### src/rtl/comparador_pkg.sv
// Shared types for the guessing-round comparator: FSM states and the
// three-way classification of a guess against the secret.
package comparador_pkg;

    typedef enum logic [1:0] {
        OCIOSO,
        JOGANDO,
        GANHOU,
        PERDEU
    } estado_t;

    typedef enum logic [1:0] {
        IGUAL,
        PERTO,
        ERRADA
    } classe_t;

endpackage

### src/rtl/comparador_dist.sv
// Purely combinational distance classifier: compares a guess with the secret
// without wrap-around and reports equal / near / wrong plus the direction.
module comparador_dist
    import comparador_pkg::*;
#(
    parameter int WIDTH = 4,
    parameter int TOL   = 3
) (
    input  logic [WIDTH-1:0] segredo,
    input  logic [WIDTH-1:0] palpite,
    output logic             igual,
    output logic             perto,
    output logic             errada,
    output logic             maior
);

    localparam logic [WIDTH:0] TOL_EXT = (WIDTH+1)'(TOL);

    logic signed [WIDTH:0] diferenca;
    logic [WIDTH-1:0]      distancia;
    classe_t               classe;

    // One extra bit keeps the subtraction exact, so 0 vs all-ones is far apart.
    always_comb begin
        diferenca = $signed({1'b0, palpite}) - $signed({1'b0, segredo});
        distancia = diferenca[WIDTH] ? WIDTH'(-diferenca) : WIDTH'(diferenca);

        if (distancia == '0) begin
            classe = IGUAL;
        end else if ({1'b0, distancia} <= TOL_EXT) begin
            classe = PERTO;
        end else begin
            classe = ERRADA;
        end

        maior  = (palpite > segredo);
        igual  = (classe == IGUAL);
        perto  = (classe == PERTO);
        errada = (classe == ERRADA);
    end

endmodule

### src/rtl/comparador_rodada.sv
// One round of a guessing game: latches a secret, classifies each guess one
// cycle later and ends the round on a hit or after MAX_TENT attempts.
module comparador_rodada
    import comparador_pkg::*;
#(
    parameter int WIDTH    = 4,
    parameter int TOL      = 3,
    parameter int MAX_TENT = 7
) (
    input  logic                             clk,
    input  logic                             rst_n,
    input  logic                             nova_rodada,
    input  logic [WIDTH-1:0]                 segredo,
    input  logic                             valido,
    input  logic [WIDTH-1:0]                 palpite,
    output logic                             res_valido,
    output logic                             igual,
    output logic                             perto,
    output logic                             errada,
    output logic                             maior,
    output logic [$clog2(MAX_TENT+1)-1:0]    tentativas,
    output logic                             fim,
    output logic                             venceu
);

    localparam int             CW       = $clog2(MAX_TENT + 1);
    localparam logic [CW-1:0]  TENT_MAX = CW'(MAX_TENT);

    estado_t          estado_q, estado_d;
    logic [WIDTH-1:0] segredo_q, segredo_d;
    logic             igual_q, igual_d;
    logic             perto_q, perto_d;
    logic             errada_q, errada_d;
    logic             maior_q, maior_d;
    logic [CW-1:0]    tentativas_q, tentativas_d;
    logic             res_valido_q, res_valido_d;

    logic dist_igual, dist_perto, dist_errada, dist_maior;

    comparador_dist #(
        .WIDTH (WIDTH),
        .TOL   (TOL)
    ) u_dist (
        .segredo (segredo_q),
        .palpite (palpite),
        .igual   (dist_igual),
        .perto   (dist_perto),
        .errada  (dist_errada),
        .maior   (dist_maior)
    );

    always_ff @(posedge clk or negedge rst_n) begin
        if (!rst_n) begin
            estado_q     <= OCIOSO;
            segredo_q    <= '0;
            igual_q      <= 1'b0;
            perto_q      <= 1'b0;
            errada_q     <= 1'b0;
            maior_q      <= 1'b0;
            tentativas_q <= '0;
            res_valido_q <= 1'b0;
        end else begin
            estado_q     <= estado_d;
            segredo_q    <= segredo_d;
            igual_q      <= igual_d;
            perto_q      <= perto_d;
            errada_q     <= errada_d;
            maior_q      <= maior_d;
            tentativas_q <= tentativas_d;
            res_valido_q <= res_valido_d;
        end
    end

    // A new round always takes priority, discarding any guess in the same cycle.
    always_comb begin
        estado_d     = estado_q;
        segredo_d    = segredo_q;
        igual_d      = igual_q;
        perto_d      = perto_q;
        errada_d     = errada_q;
        maior_d      = maior_q;
        tentativas_d = tentativas_q;
        res_valido_d = 1'b0;

        if (nova_rodada) begin
            estado_d     = JOGANDO;
            segredo_d    = segredo;
            igual_d      = 1'b0;
            perto_d      = 1'b0;
            errada_d     = 1'b0;
            maior_d      = 1'b0;
            tentativas_d = '0;
        end else if ((estado_q == JOGANDO) && valido) begin
            igual_d      = dist_igual;
            perto_d      = dist_perto;
            errada_d     = dist_errada;
            maior_d      = dist_maior;
            tentativas_d = tentativas_q + CW'(1);
            res_valido_d = 1'b1;
            if (dist_igual) begin
                estado_d = GANHOU;
            end else if (tentativas_d == TENT_MAX) begin
                estado_d = PERDEU;
            end
        end
    end

    always_comb begin
        fim        = (estado_q == GANHOU) || (estado_q == PERDEU);
        venceu     = (estado_q == GANHOU);
        res_valido = res_valido_q;
        igual      = igual_q;
        perto      = perto_q;
        errada     = errada_q;
        maior      = maior_q;
        tentativas = tentativas_q;
    end

endmodule

### config.mk
export PLATFORM = sky130hd
export DESIGN_NAME = comparador_rodada
export DESIGN_NICKNAME = d
export VERILOG_FILES = /design/src/rtl/comparador_pkg.sv /design/src/rtl/comparador_dist.sv /design/src/rtl/comparador_rodada.sv
export SDC_FILE = /design/constraint.sdc
export NUM_CORES = 1
export LEC_CHECK = 0
export CAP_MARGIN = 20
export CORE_MARGIN = 2
export CORE_UTILIZATION = 45
export DETAILED_ROUTE_END_ITERATION = 16
export PLACE_DENSITY = 0.72
export SETUP_SLACK_MARGIN = 0.1
export SYNTH_ARGS = -nofsm -noshare
export SYNTH_HDL_FRONTEND = slang
export SYNTH_HIERARCHICAL = 1
export SYNTH_SLANG_ARGS = --single-unit
### constraint.sdc
create_clock -name clk -period 4.35 [get_ports clk]
set_input_delay 0.6525 -clock clk [delete_from_list [all_inputs] [get_ports clk]]
set_output_delay 0.6525 -clock clk [all_outputs]
set_load 0.05 [all_outputs]
==> flow_metrics.py, run 1 <==
metrics = {
    "status": {
        "status": "completed",
    },
    "detailed_routing": {
        "vias_per_cell": 5.05,
        "finalWirelength_mm": 1.71,
        "wire_per_inst_um": 11.7,
        "ant_nets": 0,
        "drt-pass1-iter-count": 4,
        "drc": 0,
        "dr.first_iter.drc_count": 14,
        "dr_total_vias": 737,
    },
    "sta": {
        "worst_slack_ns": 1.52,
        "drv_slew": 0,
        "tightest_slew_ns": 0.690,
        "slew_headroom_pct": 53.8,
        "finClkSkew_ns": 0.00326,
        "final-setup-viol-count": 0,
        "fmax_ghz": 0.353,
        "period_share_pct": 65.1,
        "min_period_ns": 2.83,
        "rsz0062_at_grt": "false",
        "fin_tns_setup_ns": 0,
        "whs_ns": 0.513,
        "finalHoldViolCount": 0,
    },
    "final_layout": {
        "fillers": 186,
        "fin_util_pct": 57.5,
        "final_cells": 146,
        "drive_gt1_share_pct": 10.2,
        "antennaDiodeCount": 0,
        "final_nets": 138,
        "area_growth_pct": 24.2,
        "final_cell_area_um2": 1230,
    },
    "setup_path": {
        "path_max_fanout": 9,
        "r2r_start": "segredo_q[0]",
        "worstReg2RegEnd": "perto",
        "critical_path_class": "input port to flip-flop",
        "endpoint_kind": "flip-flop",
        "startpoint_type": "input port",
        "cp.arrival_ns": 2.99,
        "r2r.worst_path.cells": 9,
        "required_ns": 4.50,
        "r2r_slack_ns": 1.96,
    },
    "clock_network": {
        "insertion_delay_ns": 0.28,
        "cts-htree-levels": 1,
        "cts_sinks": 14,
        "tritoncts": "yes",
        "post_cts_resized": 0,
        "numCtsBuffers": 3,
        "cts_buffer_depth": 2,
        "clkTransAtPathRegs_ns": 0.09,
        "postCtsHoldBufs": 0,
        "post_cts_buffers": 0,
        "cts_root_buffer": "clkbuf_4",
    },
    "logic_synthesis": {
        "ys_seq_area_share_pct": 35.2,
        "synthTopCellsByArea": "dfrtp_1, ha_1, mux2_2, nand2b_1, mux2i_1",
        "yosysWarnings": 6,
        "syn_inst": 99,
        "synth_cell_type_count": 35,
        "ys_ff_latch": 14,
        "yosysTopAreaCell": "dfrtp_1",
        "synth.most_common_cell": "dfrtp_1",
        "synth-main-ff-cell": "dfrtp_1",
        "avgSynthCellArea_um2": 10.0,
        "synth_top_cell_area_share_pct": 35.2,
        "syn_nets": 118,
        "async_reset_ff_share_pct": 100,
        "synth-edff-count": 0,
        "yosys-top-cells-count": "dfrtp_1, nand2b_1, inv_1",
        "synth_area_um2": 995,
    },
    "place": {
        "gp_congestion": 0.730,
        "dp_hpwl_mm": 1.30,
        "place_ws_ns": 1.21,
        "port_buffers": 21,
        "dp.cells": 142,
        "dpl_cell_area_um2": 1200,
    },
    "global_route": {
        "overflow": 0,
        "grt_max_degree": 23,
        "track_usage_pct": 14.9,
        "antenna_found_initial": 0,
        "first_global_vias": 706,
        "grt_pass1_wl_mm": 2.95,
    },
    "min_path": {
        "hp-start": "segredo_q[3]",
        "min_to": "segredo_q[3]",
        "hold_path.class": "flip-flop to flip-flop",
        "min_path_cells": 1,
    },
    "floorplan": {
        "ioPinCount": 22,
        "die_y_um": 51.0,
        "die_x_um": 51.0,
        "start_util_pct": 46.3,
        "core_um2": 2150,
        "num_rows": 17,
        "dieArea_um2": 2600,
    },
    "power": {
        "pwr_density_cell_nw_per_um2": 333,
        "leakage_nw": 0.552,
        "vdd_drop_max_uv": 265,
        "power_mw": 0.411,
    },
    "job": {
        "maxCapViolations": 0,
    },
}
[sequential cells by signal, summed over array words and instances, names as in the netlist]
| register | cells |
|---|---|
| segredo_q | 4 |
| perto | 1 |
| igual | 1 |
| tentativas | 3 |
| estado_q | 2 |
| errada | 1 |
| maior | 1 |
| res_valido | 1 |
[metal layers]
metal	part of all wire, %	track usage (%)
met5	0	0
met4	0.41	5.41
met3	3.3	2.63
met2	49	25.5
met1	48	18.7
[cells by family (layout without fill, tap and decap cells)]
family                   after synthesis  in the layout  synth area share, %
AO/OA/AOI/OAI                         13             13                 8.43
XOR/XNOR                               3              3                 2.64
adder cells (fa/ha/maj)                7              7                 9.56
buffers and inverters                 14             33                 7.17
flip-flops                            14             14                 35.2
multiplexers                          12             12                 13.8
AND/OR/NAND/NOR                       36             36                 23.1
[critical path, stage by stage]
cell and delay, ns:
clkdlybuf4s50_1 0.45, inv_1 0.04, ha_1 0.20, fa_1 0.50, a21o_1 0.21, o211ai_1 0.22, and4bb_1 0.24, nor4_1 0.24
o21ai_1 0.10, nand2b_1 0.07, mux2i_1 0.06
[worst max path at each step]
stage                          start  endpoint  cells after the start
after global placement    palpite[0]     perto                     11
after CTS                 palpite[0]     perto                     11
after global routing      palpite[0]     perto                     11
final                     palpite[0]     perto                     11
after floorplan           palpite[0]     perto                     11
after detailed placement  palpite[0]     perto                     11
[layout make-up]
cell class,count,area (µm²),share of cell area (%)
multi-input combinational,71,573,46.4
inverter,8,30.0,2.43
tap,28,35.0,2.84
timing repair buffer,21,210,17.0
sequential,14,350,28.4
clock buffer,4,36.3,2.94
[layout by cell type, fill, tap and decap left out, drive strengths merged, types with 2 or more instances in the layout]
cell           synthesis  layout
clkbuf                 1       4
nor3b                  2       2
and3b                  2       2
nor2b                  6       6
a31oi                  2       2
nor3                   3       3
xor2                   2       2
dfrtp                 14      14
inv                    8       8
mux2                   8       8
mux2i                  4       4
o21ai                  2       2
nor2                   6       6
nand2b                 9       9
a21oi                  3       3
nand4b                 2       2
clkdlybuf4s50          0      21
ha                     6       6
[power by group]
| group | leakage [nW] | internal (mW) | switching, mW |
|---|---|---|---|
| clock | 0.0210 | 0.0509 | 0.0432 |
| combinational | 0.354 | 0.0730 | 0.0911 |
| sequential | 0.177 | 0.143 | 0.00991 |
(Power assumes the default switching activity.)
==> inputs of run 2 (changes only) <==
- clock period: 4.35 -> 2.81 ns (I/O delays scaled with it)
==> run 2 against run 1 <==
Against the previous run: combinational power up 60%; setup slack worse by 1.2 ns; wire length up 10%; die area unchanged; flip-flop and latch count unchanged; largest cell class unchanged.
==> flow_metrics.py, run 2 (same netlist as run 1, synthesis figures left out) <==
metrics = {
    "status": {
        "status": "completed",
    },
    "clock_network": {
        "cts-htree-levels": 1,
        "insertion_delay_ns": 0.28,
        "postCtsHoldBufs": 0,
        "cts_sinks": 14,
        "tritoncts": "yes",
        "clkTransAtPathRegs_ns": 0.09,
        "post_cts_buffers": 0,
        "cts_buffer_depth": 2,
        "cts_root_buffer": "clkbuf_4",
        "numCtsBuffers": 3,
        "post_cts_resized": 0,
    },
    "setup_path": {
        "worstReg2RegEnd": "perto",
        "critPathSlowestCell": "clkdlybuf4s50_1",
        "required_ns": 3.02,
        "cp.arrival_ns": 2.74,
        "r2r.worst_path.cells": 10,
        "cpLargestDelayFamily": "buffers and inverters",
        "startpoint_type": "input port",
        "max_stage_delay_ns": 0.45,
        "critical_path_class": "input port to flip-flop",
        "cp_cell_sequence": "clkdlybuf4s50_1 > inv_1 > ha_1 > fa_1 > buf_4 > nor3b_1 > o31a_1 > nor4bb_1 > nor4_1 > o21ai_1 > nand2b_1 > mux2i_1",
        "r2r_start": "segredo_q[0]",
        "path_buf_inv": 3,
        "path_depth": 12,
        "path_max_fanout": 6,
        "endpoint_kind": "flip-flop",
        "r2r_slack_ns": 0.50,
    },
    "detailed_routing": {
        "finalWirelength_mm": 1.89,
        "dr_total_vias": 768,
        "wire_per_inst_um": 12.8,
        "vias_per_cell": 5.19,
        "drt-pass1-iter-count": 4,
        "dr.first_iter.drc_count": 13,
        "drc": 0,
        "ant_nets": 0,
    },
    "sta": {
        "finalHoldViolCount": 0,
        "fin_tns_setup_ns": 0,
        "drv_slew": 0,
        "final-setup-viol-count": 0,
        "min_period_ns": 2.53,
        "whs_ns": 0.513,
        "finClkSkew_ns": 0.00729,
        "rsz0062_at_grt": "false",
        "slew_headroom_pct": 53.9,
        "tightest_slew_ns": 0.690,
        "period_share_pct": 89.9,
        "fmax_ghz": 0.396,
    },
    "final_layout": {
        "fillers": 206,
        "final_nets": 140,
        "drive_gt1_share_pct": 11.7,
        "area_growth_pct": 25.7,
        "final_cell_area_um2": 1250,
        "mostFrequentLayoutCell": "clkdlybuf4s50_1",
        "fin_util_pct": 58.2,
        "largest_reg_flops": 4,
        "final_cell_mix": "clkdlybuf4s50_1, dfrtp_1, nand2b_1, inv_1",
        "regMostFlops": "segredo_q",
        "antennaDiodeCount": 0,
    },
    "job": {
        "maxCapViolations": 0,
    },
    "global_route": {
        "grt_max_degree": 23,
        "track_usage_pct": 15.3,
        "met1_usage_pct": 18.0,
        "use_met3_pct": 3.80,
        "grt_pass1_wl_mm": 2.97,
        "first_global_vias": 677,
        "use_met2_pct": 28.1,
        "overflow": 0,
        "top_usage_layer": "met2",
        "antenna_found_initial": 0,
    },
    "power": {
        "vdd_drop_max_uv": 313,
        "p_int_mw": 0.419,
        "pwr_density_cell_nw_per_um2": 517,
        "power_frac_comb_pct": 40.6,
        "power_switching_mw": 0.228,
        "sequentialPowerShare_pct": 36.7,
        "power_mw": 0.647,
        "clkPwrFrac_pct": 22.6,
        "leakage_nw": 0.562,
        "p_sw_share_pct": 35.3,
    },
    "min_path": {
        "min_path_cells": 1,
        "hp-start": "segredo_q[3]",
        "hold_path.class": "flip-flop to flip-flop",
        "min_to": "segredo_q[3]",
    },
    "floorplan": {
        "num_rows": 17,
        "dieArea_um2": 2600,
        "core_um2": 2150,
        "die_y_um": 51.0,
        "die_x_um": 51.0,
        "start_util_pct": 46.3,
        "ioPinCount": 22,
    },
    "place": {
        "port_buffers": 21,
        "dpl_cell_area_um2": 1210,
        "gp_congestion": 0.759,
        "dp_hpwl_mm": 1.50,
    },
}
==> run 2: changes by cell type in the layout (fill, tap and decap cells not counted), sizes merged <==
| cell | before | now |
|---|---|---|
| buf | 0 | 2 |
==> run 2: final cells by class <==
| cell class | count | area, µm² | area share, % |
|---|---|---|---|
| clock buffers | 4 | 36.3 | 2.90 |
| inverters | 8 | 30.0 | 2.40 |
| multi-input cells | 71 | 573 | 45.8 |
| flip-flops and latches | 14 | 350 | 28.0 |
| well taps | 28 | 35.0 | 2.80 |
| repair buffers | 23 | 225 | 18.0 |
==> run 2: worst max-delay path by stage <==
stage	from	end	slack [ns]
global route	palpite[0]	perto	0.11
global placement	palpite[0]	perto	0.07
floorplan	palpite[0]	perto	0.54
finish	palpite[0]	perto	0.28
detailed placement	palpite[0]	perto	-0.03
CTS	palpite[0]	perto	0.28
==> run 2: per-stage QoR <==
step                      worst slack [ns]  cells
after floorplan                      0.538     99
after global placement              0.0670    144
after detailed placement           -0.0324    144
after CTS                            0.280    148
after global routing                 0.107    148
final                                0.284    148
==> run 2: power groups by stage <==
stage	Combinational, mW	Clock [mW]	Sequential (mW)
final	0.263	0.146	0.238
after floorplan	0.145	0	0.284
after global routing	0.285	0.164	0.242
after CTS	0.264	0.151	0.238
after global placement	0.255	0	0.240
after detailed placement	0.263	0	0.242
==> run 2: per-layer routing <==
metal / share of wire (%) / wire length [µm] / up-vias
met5: 0 / 0 / -
met4: 0 / 0 / 0
met3: 5.2 / 98 / 0
met2: 53 / 997 / 19
met1: 42 / 795 / 363
li1: - / - / 386
==> inputs of run 3 (changes only) <==
- clock period: 2.81 -> 3.1 ns (I/O delays scaled with it)
==> results of run 3 <==
Same layout as run 1 (identical final DEF). Status: completed.
Main changes from that run: setup slack after placement 1.21 ns -> 0.150 ns; setup slack after layout 1.52 ns -> 0.455 ns; register-to-register setup slack 1.96 ns -> 0.71 ns; total power 0.411 mW -> 0.577 mW; worst IR drop on VDD 265 µV -> 372 µV
